File: config.mk
export PLATFORM = sky130hd
export DESIGN_NAME = add_sub_pipe
export DESIGN_NICKNAME = d
export VERILOG_FILES = /design/src/rtl/add_sub_pipe.sv
export SDC_FILE = /design/constraint.sdc
export NUM_CORES = 1
export LEC_CHECK = 0
export ABC_AREA = 1
export ABC_CLOCK_PERIOD_IN_PS = 2450
export CAP_MARGIN = 20
export CORE_MARGIN = 4
export CORE_UTILIZATION = 35
export DETAILED_ROUTE_END_ITERATION = 10
export PLACE_DENSITY = 0.56
export SYNTH_ARGS = -nofsm -noshare
export SYNTH_HDL_FRONTEND = slang
export SYNTH_SLANG_ARGS = --single-unit
File: constraint.sdc
create_clock -name clk -period 2.45 [get_ports clk]
set_input_delay 0.6125 -clock clk [delete_from_list [all_inputs] [get_ports clk]]
set_output_delay 0.6125 -clock clk [all_outputs]
set_load 0.005 [all_outputs]
File: src/rtl/add_sub_pipe.sv
// rtl/add_sub_pipe.sv - pipelined adder/subtractor, one carry-lookahead group per stage
// Valid/ready handshake; a downstream stall freezes every stage at once.
module add_sub_pipe #(
  parameter int WIDTH = 16,
  parameter int BLOCK = 4
) (
  input  logic             clk,
  input  logic             rst_n,
  input  logic             in_valid,
  output logic             in_ready,
  input  logic [WIDTH-1:0] a,
  input  logic [WIDTH-1:0] b,
  input  logic             cin,
  input  logic             sub,
  output logic             out_valid,
  input  logic             out_ready,
  output logic [WIDTH-1:0] s,
  output logic             cout,
  output logic             ovf
);
  localparam int STAGES = WIDTH / BLOCK;

  // Flat sum-of-products carries: each carry is built directly from g/p terms.
  function automatic logic [BLOCK:0] cla_group(input logic [BLOCK-1:0] x,
                                                input logic [BLOCK-1:0] y,
                                                input logic             ci);
    logic [BLOCK-1:0] g;
    logic [BLOCK-1:0] p;
    logic [BLOCK:0]   c;
    logic             term;
    g    = x & y;
    p    = x ^ y;
    c    = '0;
    c[0] = ci;
    for (int i = 0; i < BLOCK; i++) begin
      term = ci;
      for (int j = 0; j <= i; j++) term = term & p[j];
      c[i+1] = term;
      for (int j = 0; j <= i; j++) begin
        term = g[j];
        for (int k = j + 1; k <= i; k++) term = term & p[k];
        c[i+1] = c[i+1] | term;
      end
    end
    return {c[BLOCK], p ^ c[BLOCK-1:0]};
  endfunction

  logic [WIDTH-1:0]  a_q  [STAGES];
  logic [WIDTH-1:0]  b_q  [STAGES];
  logic [WIDTH-1:0]  s_q  [STAGES];
  logic [STAGES-1:0] c_q;
  logic [STAGES-1:0] v_q;
  logic              ovf_q;
  logic              rdy_q;

  logic [WIDTH-1:0]  a_in [STAGES];
  logic [WIDTH-1:0]  b_in [STAGES];
  logic [WIDTH-1:0]  s_in [STAGES];
  logic [WIDTH-1:0]  s_nx [STAGES];
  logic [BLOCK:0]    grp  [STAGES];
  logic [STAGES-1:0] c_in;
  logic [STAGES-1:0] c_nx;
  logic [STAGES-1:0] v_in;
  logic              ovf_nx;
  logic              stall;

  assign stall     = v_q[STAGES-1] && !out_ready;
  assign in_ready  = rdy_q && !stall;
  assign out_valid = v_q[STAGES-1];
  assign s         = s_q[STAGES-1];
  assign cout      = c_q[STAGES-1];
  assign ovf       = ovf_q;

  always_comb begin
    // Subtraction is folded in up front: b is inverted and the +1 rides on carry-in.
    a_in[0] = a;
    b_in[0] = sub ? ~b : b;
    c_in    = '0;
    v_in    = '0;
    c_in[0] = sub ? 1'b1 : cin;
    s_in[0] = '0;
    v_in[0] = in_valid && in_ready;
    for (int k = 1; k < STAGES; k++) begin
      a_in[k] = a_q[k-1];
      b_in[k] = b_q[k-1];
      s_in[k] = s_q[k-1];
      c_in[k] = c_q[k-1];
      v_in[k] = v_q[k-1];
    end
    c_nx = '0;
    for (int k = 0; k < STAGES; k++) begin
      grp[k]  = cla_group(a_in[k][k*BLOCK +: BLOCK], b_in[k][k*BLOCK +: BLOCK], c_in[k]);
      s_nx[k] = s_in[k];
      s_nx[k][k*BLOCK +: BLOCK] = grp[k][BLOCK-1:0];
      c_nx[k] = grp[k][BLOCK];
    end
    ovf_nx = (a_in[STAGES-1][WIDTH-1] == b_in[STAGES-1][WIDTH-1]) &&
             (s_nx[STAGES-1][WIDTH-1] != a_in[STAGES-1][WIDTH-1]);
  end

  always_ff @(posedge clk or negedge rst_n) begin
    if (!rst_n) begin
      for (int k = 0; k < STAGES; k++) begin
        a_q[k] <= '0;
        b_q[k] <= '0;
        s_q[k] <= '0;
      end
      c_q   <= '0;
      v_q   <= '0;
      ovf_q <= 1'b0;
      rdy_q <= 1'b0;
    end else begin
      rdy_q <= 1'b1;
      if (!stall) begin
        for (int k = 0; k < STAGES; k++) begin
          a_q[k] <= a_in[k];
          b_q[k] <= b_in[k];
          s_q[k] <= s_nx[k];
        end
        c_q   <= c_nx;
        v_q   <= v_in;
        ovf_q <= ovf_nx;
      end
    end
  end
endmodule

* Word-level counts from Yosys, hierarchy flattened
Index checks and enable logic that the tools add are counted.
Storage, ports and cells: bits in registers 146, bits in latches 0, memory bits (writable) 0, bits in read-only memories 0, input port bits 38, output and inout port bits 20, logic and storage cells 117, memories kept 0
Operators by class: add/subtract/negate cells 0, multiply operators 0, div/mod/pow operators 0, order comparisons 0, equality and inequality tests 2, shift operators 0, multiplexer cells 2, bitwise logic cells 93, reduce and logical (&&, ||, !) cells 6
Operators by type and width (number):
- $and 1x1->1 | 40
- $or 1x1->1 | 40
- $xor 4x4->4 | 8
- $and 4x4->4 | 4
- $mux 16 | 1
- $not 16->16 | 1
- $logic_and 1x1->1 | 4
- $logic_not 1->1 | 2
- $eq 1x1->1 | 1
- $mux 1 | 1
- $ne 1x1->1 | 1

* Logic depth before layout (Yosys ltp)
Gate-level depths: netlist of the first run.
depth after elaboration 11, gate-level depth with buffers 12, depth with buffers taken out 10

* Worst setup path after synthesis of the first run
Ideal clock, no wire load.
path type input-to-reg, start point input sub, end point register s_q (netlist bit s_in[35]), setup time 118 ps, arrival 2069 ps, data required time 2332 ps, slack 264 ps, stages 12, buffers on the path 2, path through buf_4 > buf_4 > xnor2_1 > inv_1 > ha_1 > ha_1 > nand2_1 > nand3b_1 > nand2_1 > nand3_1 > nand3_1 > nand2_1
On the way: word-level cells in the longest chain between the ends 9, elaborated cells between the ends (all ways) 14, those cells by class mux: 2; bitwise: 12
Ends and longest elaborated chain:
- from (decl) | line 14 | input logic sub,
- $mux 16 | line 77 | b_in[0] = sub ? ~b : b;
- $xor 4x4->4 | line 32 | p = x ^ y;
- $and 1x1->1 (3 in series) | line 37 | for (int j = 0; j <= i; j++) term = term & p[j];
- $or 1x1->1 (3 in series) | line 42 | c[i+1] = c[i+1] | term;
- $xor 4x4->4 (*) | line 45 | return {c[BLOCK], p ^ c[BLOCK-1:0]};
- to (signal, indexed assignment) | line 118 | s_q[k] <= s_nx[k];
- to (decl) | line 50 | logic [WIDTH-1:0] s_q [STAGES];
Mark *: on every way between the ends. The rest lies on a longest branch, timed or not. A chain may end at the register's enable or synchronous reset.

* Worst setup path after layout of the first run
Ends and elaborated chain as after synthesis.

==> results of run 1 <==
-- cell usage in the layout (no fill, tap or decap), types with 2 or more instances in the layout --
cell | Yosys | layout
o21ai_0 | 61 | 61
inv_1 | 40 | 40
nand2_1 | 183 | 183
xor2_1 | 5 | 5
bufinv_16 | 0 | 3
nand4_1 | 3 | 3
xnor2_1 | 15 | 15
buf_12 | 0 | 2
nor2_1 | 9 | 8
clkdlybuf4s50_1 | 0 | 55
fa_1 | 4 | 4
clkbuf_16 | 0 | 9
nand3b_1 | 4 | 4
buf_4 | 2 | 10
dfrtp_1 | 98 | 98
clkinvlp_4 | 0 | 2
nand3_1 | 16 | 16
ha_1 | 20 | 20
-- cells by family after synthesis --
| kind of cell | after synthesis | synth area share [%] |
|---|---|---|
| xor gates and xnor gates | 20 | 3.975 |
| buffers and inverters | 63 | 5.934 |
| DFF | 98 | 55.65 |
| adders and majority gates | 24 | 7.496 |
| AOI/OAI and AO/OA | 63 | 7.183 |
| other | 1 | 0.08510 |
| and+or+nand+nor | 217 | 19.68 |
-- stage by stage --
step	TNS, ns	cells	worst slack [ns]	util [%]
final	0	714	0.3167	45.39
after global routing	0	714	0.1566	45.39
after CTS	0	714	0.02202	45.37
after detailed placement	-0.08878	700	-0.05072	42.63
after global placement	-0.0002670	700	-0.0002670	42.63
after floorplan	0	486	0.2637	-
-- final timing paths --
path                            slack [ns]      from       end  depth (start not counted)
min in group clk                      0.47  b_in[41]  b_in[25]                          2
max in group asynchronous             1.73     rst_n      s[1]                          2
worst max register to register        0.86  a_in[12]     s[15]                          9
worst min register to register        0.47  b_in[41]  b_in[25]                          2
worst min-delay path                   0.1     rst_n  b_in[14]                          1
worst max-delay path                  0.32       sub  s_in[35]                         11
-- critical path: stages --
cell             delay (ns)
clkdlybuf4s50_1        0.48
xnor2_1                0.28
inv_1                  0.08
ha_1                   0.28
ha_1                   0.19
nand2_1                0.06
nand3b_1               0.09
nand2_1                0.08
nand3_1                0.07
nand3_1                0.08
nand2_1                0.05
-- power groups by stage --
stage	sequential [mW]	clock (mW)	combinational (mW)
after floorplan	2.63	0	1.43
after global placement	2.68	0	2.14
after detailed placement	2.70	0	2.23
after CTS	2.68	1.61	2.24
after global routing	2.76	1.67	2.58
final	2.67	1.56	2.19
-- state kept, by name, summed over array words and instances, names as in the netlist --
signal / flops
s_in: 24
v_q: 4
a_in: 24
s: 16
rdy_q: 1
b_in: 24
ovf: 1
c_q: 4
-- cell type report --
cell class | count | area [sq um]
Clock buffer | 9 | 225.2
Clock inverter | 5 | 105.1
Fill cell | 1162 | 6641
Inverter | 41 | 153.9
Multi-Input combinational cell | 325 | 1695
Sequential cell | 98 | 2452
Tap cell | 168 | 210.2
Timing Repair Buffer | 68 | 678.2
-- metal layers --
metal	up-vias	wire, microns	part of all wire, %
met5	-	0	0
met4	0	121	1.4
met3	9	312	3.7
met2	43	3569	42
met1	1441	4425	53
li1	1627	-	-
-- cell usage after synthesis --
library cell | number | area share (%)
conb_1 | 1 | 0.085
nand3_1 | 16 | 1.8
inv_1 | 40 | 3.4
or2_2 | 1 | 0.14
inv_2 | 1 | 0.085
dfrtp_1 | 98 | 56
nand3b_1 | 4 | 0.68
buf_6 | 1 | 0.26
a21oi_1 | 1 | 0.11
ha_1 | 20 | 5.7
buf_2 | 8 | 0.91
o22ai_1 | 1 | 0.14
nand2_1 | 183 | 16
nor2_1 | 9 | 0.77
clkbuf_1 | 11 | 0.94
buf_4 | 2 | 0.34
xor2_1 | 5 | 0.99
o21ai_0 | 61 | 6.9
nor2_4 | 1 | 0.26
xnor2_1 | 15 | 3.0
nand4_1 | 3 | 0.43
fa_1 | 4 | 1.8
-- timing repair --
item,in CTS,in global routing
endpoints found under the setup margin,1,1
pin swaps,0,0
resized for setup,1,1
==> summary.md, run 1 <==
| Metric | Value |
|---|---|
| FF+latch count, synth | 98 |
| Max-cap violations | 0 |
| Die area | 0.01445 sq mm |
| First-pass GRT wire length | about 15,000 microns |
| Comb pwr share | about a third |
| Cell leakage power | around 2.6 nW |
| Layout Area Growth over Synthesis | 25.27% |
| Sw frac | about a third |
| # diodes | 0 |
| Worst Hold Class | in -> async |
| Clock slew at reported path FFs | around 0.07 ns |
| Row cnt | 40 |
| Fmax | 468.8 MHz |
| Post-synthesis cell type count | 22 |
| Hold WS | between 0.09 and 0.1 ns |
| Routed wire per std cell | 11.80 microns |
| GR Layer Usage met2 | 19.32% |
| Clock share of power | between 20% and 30% |
| Initial core utilization | 36.23% |
| CTS Buf Count | 9 |
| GR Util met3 | under 10% |
| Syn nets | 548 |
| Startpoint Class | input port |
| CP Data Arrival Time | about 2.4 ns |
| H-tree levels | 3 |
| Tot Pwr | ~6.4 mW |
| Worst Clk Skew | about 0.0065 ns |
| Part of the power in registers | between 40% and 50% |
| CTS Buffer Depth | 2 |
| Worst-path maximum fanout | 3 |
| Synth Cell Area | about 0.0044 sq mm |
| Slew @ Worst Pin | about 0.55 ns |
| Sink Count | 98 |
| Share of post-route cells with drive strength above 1 | 5.495% |
| Max-slew violation count | 0 |
| Status | completed |
| Vias in the first global route | ~3.2k |
| GRT met1 Usage | 18.32% |
| Post-synthesis sequential area ratio | a little under three fifths |
| Via-per-instance ratio | 4.370 |
| Initial antenna violation count | 0 |
| Setup violators final | 0 |
| Final Cycle Share | between 80% and 90% |
| Setup bufs post-CTS | 0 |
| HPWL Detailed | between 5000 and 6000 microns |
| Worst EP required | between 2 and 3 ns |
| Total wire length | 8428 microns |
| Minimum clock period | about 2.1 ns |
| CTS tree | done |
| Iter 0 DRT Violations | ~230 |
| Kind of critical path | in -> reg |
| Final Instance Area | around 0.0055 sq mm |
| Post-route DRC | 0 |
| I/O pin count | 58 |
| Port Buffers | between 50 and 60 |
| Grt peak-use layer | met2 |
| CP endpoint kind | register |
| DR vias | 3,120 |
| VDD IR max | ~0.44 mV |
| Cells after synthesis | between 400 and 500 |
| Gr ovfl total | 0 |
| Gr usage total | between 10% and 20% |
| Unrepaired setup endpoints after global routing | no |
| Power Dens Cells | between 1000 and 1500 mW/mm^2 |
| CTS Root Cell | clkbuf_16 |
| DRT antenna net count | 0 |
| Nets@finish | between 600 and 700 |
| Synth warnings | 0 |
| Core area | around 0.012 sq mm |
| Hold Buf Count CTS | 0 |
| Clock Latency Late Sink | between 0.3 and 0.4 ns |
| TritonRoute pass-1 iters | 4 |
| Die W | 120.2 microns |
| DP Area | around 0.0052 sq mm |
| Sw power | 2.114 mW |
| Internal Power | approximately 4.3 mW |
| GP Congestion | approximately 0.7 |
| Avg Cell Area, Syn | between 9 and 10 sq um |
| Final Hold Fails | 0 |
| Max_slew headroom | between 60% and 70% |
| Die H | 120.2 microns |
| Largest net degree at the start of global routing | approximately 60 |
(Power assumes the default switching activity.)
==> inputs of run 2 (changes only) <==
--- a/config.mk
+++ b/config.mk
@@ -9,9 +9,10 @@
 export ABC_CLOCK_PERIOD_IN_PS = 2450
 export CAP_MARGIN = 20
 export CORE_MARGIN = 4
-export CORE_UTILIZATION = 35
+export CORE_UTILIZATION = 45
+export CTS_BUF_LIST = sky130_fd_sc_hd__clkbuf_4 sky130_fd_sc_hd__clkbuf_8
 export DETAILED_ROUTE_END_ITERATION = 10
-export PLACE_DENSITY = 0.56
+export PLACE_DENSITY = 0.68
 export SYNTH_ARGS = -nofsm -noshare
 export SYNTH_HDL_FRONTEND = slang
 export SYNTH_SLANG_ARGS = --single-unit
==> run 2 against run 1 <==
Clock skew increased by 0.0050 ns. Clock-buffer cell count rose by 1. Combinational power barely moved. Largest cell class unchanged.
==> summary.md, run 2 (synthesis gave the netlist of run 1 again) <==
| Metric | Value |
|---|---|
| Worst-path maximum fanout | 2 (-1) |
| Part of the power in registers | 46.0% (+4.5 points) |
| # diodes | 0 (unchanged) |
| VDD IR max | 0.4671 mV (+6.7%) |
| CP endpoint kind | output pin |
| Total wire length | 8092 microns (-4.0%) |
| Largest net degree at the start of global routing | 59 (-3.3%) |
| Final Cycle Share | 88.72% (+1.6 points) |
| FILL cells | 864 (-26%) |
| Cell leakage power | 2.555 nW (-3.5%) |
| Row cnt | 35 (-13%) |
| TritonRoute pass-1 iters | 4 (unchanged) |
| Max incr delay on CP | 0.45 ns (-0.03 ns) |
| H-tree levels | 3 (unchanged) |
| Max-cap violations | 0 (unchanged) |
| Core area | 0.009371 sq mm (-23%) |
| Iter 0 DRT Violations | 156 (-31%) |
| CTS Buf Count | 9 (unchanged) |
| GP Congestion | 0.8781 (+22%) |
| Post-route DRC | 0 (unchanged) |
| Layout Cells excl Fill | 676 (-5.3%) |
| CP Data Arrival Time | 1.56 ns (-0.80 ns) |
| Commonest cells after routing, fill and taps aside | nand2_1 (183), dfrtp_1 (98), o21ai_0 (61) |
| Power Dens Cells | 1089 mW/mm^2 (-6.3%) |
| Slowest CP cell | clkdlybuf4s50_1 |
| Sw power | 2.076 mW (-1.8%) |
| Clock share of power | 16.4% (-7.9 points) |
| CTS Buffer Depth | 2 (unchanged) |
| Layout Area Growth over Synthesis | 20.19% |
| Gr ovfl total | 0 (unchanged) |
| Die H | 107.0 microns (-11%) |
| Share of post-route cells with drive strength above 1 | 5.484% (-0.010 points) |
| Max-slew violation count | 0 (unchanged) |
| Status | completed |
| Clock Latency Late Sink | 0.35 ns (about the same) |
| CTS Root Cell | clkbuf_8 |
| Internal Power | 3.692 mW (-14%) |
| Port Buffers | 57 (unchanged) |
| Kind of critical path | in -> out |
| Vias in the first global route | 3,316 (+2.5%) |
| Pre-CTS setup slack | -0.03362 ns (+0.01710 ns) |
| Sw frac | 36.00% (+3.1 points) |
| Final worst-path setup slack | 0.2765 ns (-0.04022 ns) |
| Final Hold Fails | 0 (unchanged) |
| DR vias | 3,172 (+1.7%) |
| Nets@finish | 604 (-0.17%) |
| Hold Buf Count CTS | 0 (unchanged) |
| Fmax | 460.1 MHz (-1.9%) |
| Die W | 107.0 microns (-11%) |
| Setup violators final | 0 (unchanged) |
| Worst Hold Class | in -> async |
| Worst EP required | 1.84 ns (-0.84 ns) |
| I/O pin count | 58 (unchanged) |
| First-pass GRT wire length | 14,590 microns (-3.6%) |
| Die area | 0.01144 sq mm (-21%) |
| Inst Count DP | 660 (-5.7%) |
| Gr usage total | 15.59% (+2.8 points) |
| Initial core utilization | 47.02% (+11 points) |
| Minimum clock period | 2.174 ns (+0.04022 ns) |
| Initial antenna violation count | 0 (unchanged) |
| Startpoint Class | input port |
| Clock slew at reported path FFs | 0.10 ns (+0.03 ns) |
| DRT antenna net count | 0 (unchanged) |
| CTS tree | done |
| Worst Clk Skew | 0.01154 ns (+0.005048 ns) |
| Via-per-instance ratio | 4.692 (+7.4%) |
| Routed wire per std cell | 11.97 microns (+1.4%) |
| CP Cell Sequence | clkdlybuf4s50_1, nor2_4, nor2_1, dlygate4sd2_1 |
| HPWL Detailed | 5765 microns (-3.0%) |
| Commonest non-fill, non-tap cell in the layout | nand2_1 |
| Comb pwr share | 37.6% (+3.5 points) |
| Unrepaired setup endpoints after global routing | no |
| Sink Count | 98 (unchanged) |
[run 2: cell types whose count changed in the layout (fill, tap and decap cells not counted)]
cell	before	now
clkbuf_16	9	0
clkbuf_8	0	9
bufinv_16	3	0
clkinvlp_4	2	4
buf_12	2	1
clkbuf_4	0	1
dlygate4sd2_1	0	1
dlymetal6s2s_1	1	0
inv_6	0	1
inv_8	0	1
nor2_1	8	9
nor2_2	1	0
[run 2: final timing paths]
| kind | start | to | slack [ns] | depth (start not counted) |
|---|---|---|---|---|
| worst min-delay path | rst_n | a_in[29] | 0.20 | 1 |
| worst max-delay path | out_ready | in_ready | 0.28 | 4 |
| worst max register to register | a_in[12] | s[15] | 0.81 | 9 |
| worst min register to register | s_in[34] | s_in[18] | 0.47 | 2 |
| max in group asynchronous | rst_n | b_in[41] | 1.56 | 2 |
| min in group clk | s_in[34] | s_in[18] | 0.47 | 2 |
[run 2: repair_timing]
| action | in CTS | in global routing |
|---|---|---|
| setup endpoints to repair | 1 | 0 |
| setup buffers | 0 | 0 |
| hold endpoints to repair | 0 | 0 |
| gates resized for setup | 1 | 0 |
[run 2: metrics by stage]
stage | cell area, sq um | setup TNS (ns) | utilization, % | power (mW) | hold slack, ns
after global routing | 5296 | 0 | 56.52 | 6.335 | 0.2299
after CTS | 5296 | 0 | 56.52 | 5.857 | 0.2085
after floorplan | 4407 | 0 | - | 4.059 | 0.3169
after detailed placement | 5116 | -0.03362 | 54.59 | 4.886 | 0.4515
final | 5296 | 0 | 56.52 | 5.768 | 0.2040
after global placement | 5116 | 0 | 54.59 | 4.768 | 0.4522
[run 2: area by class of cell]
type / instances / area [sq um] / area share [%]
Inverter: 41 / 153.9 / 2.906
Sequential cell: 98 / 2452 / 46.30
Clock buffer: 10 / 131.4 / 2.481
Clock inverter: 6 / 50.05 / 0.9450
Tap cell: 129 / 161.4 / 3.047
Multi-Input combinational cell: 325 / 1693 / 31.96
Timing Repair Buffer: 67 / 654.4 / 12.36
[run 2: layer usage]
metal  GRT usage [%]  up-vias  share of wire (%)
li1                -     1622                  -
met1           21.40     1490                 50
met2           25.49       53                 45
met3           2.709        7                3.3
met4           4.658        0                1.1
met5               0        -                  0
[run 2: power by group through the flow]
stage | sequential (mW) | combinational [mW] | clock (mW)
floorplan | 2.63 | 1.43 | 0
global placement | 2.67 | 2.10 | 0
detailed placement | 2.69 | 2.19 | 0
CTS | 2.66 | 2.21 | 0.987
global route | 2.75 | 2.55 | 1.04
finish | 2.65 | 2.17 | 0.947
[run 2: critical path: cells and delay by family]
family | cells | cell delay (ns)
AND/OR/NAND/NOR | 2 | 0.24
buffers and inverters | 2 | 0.71
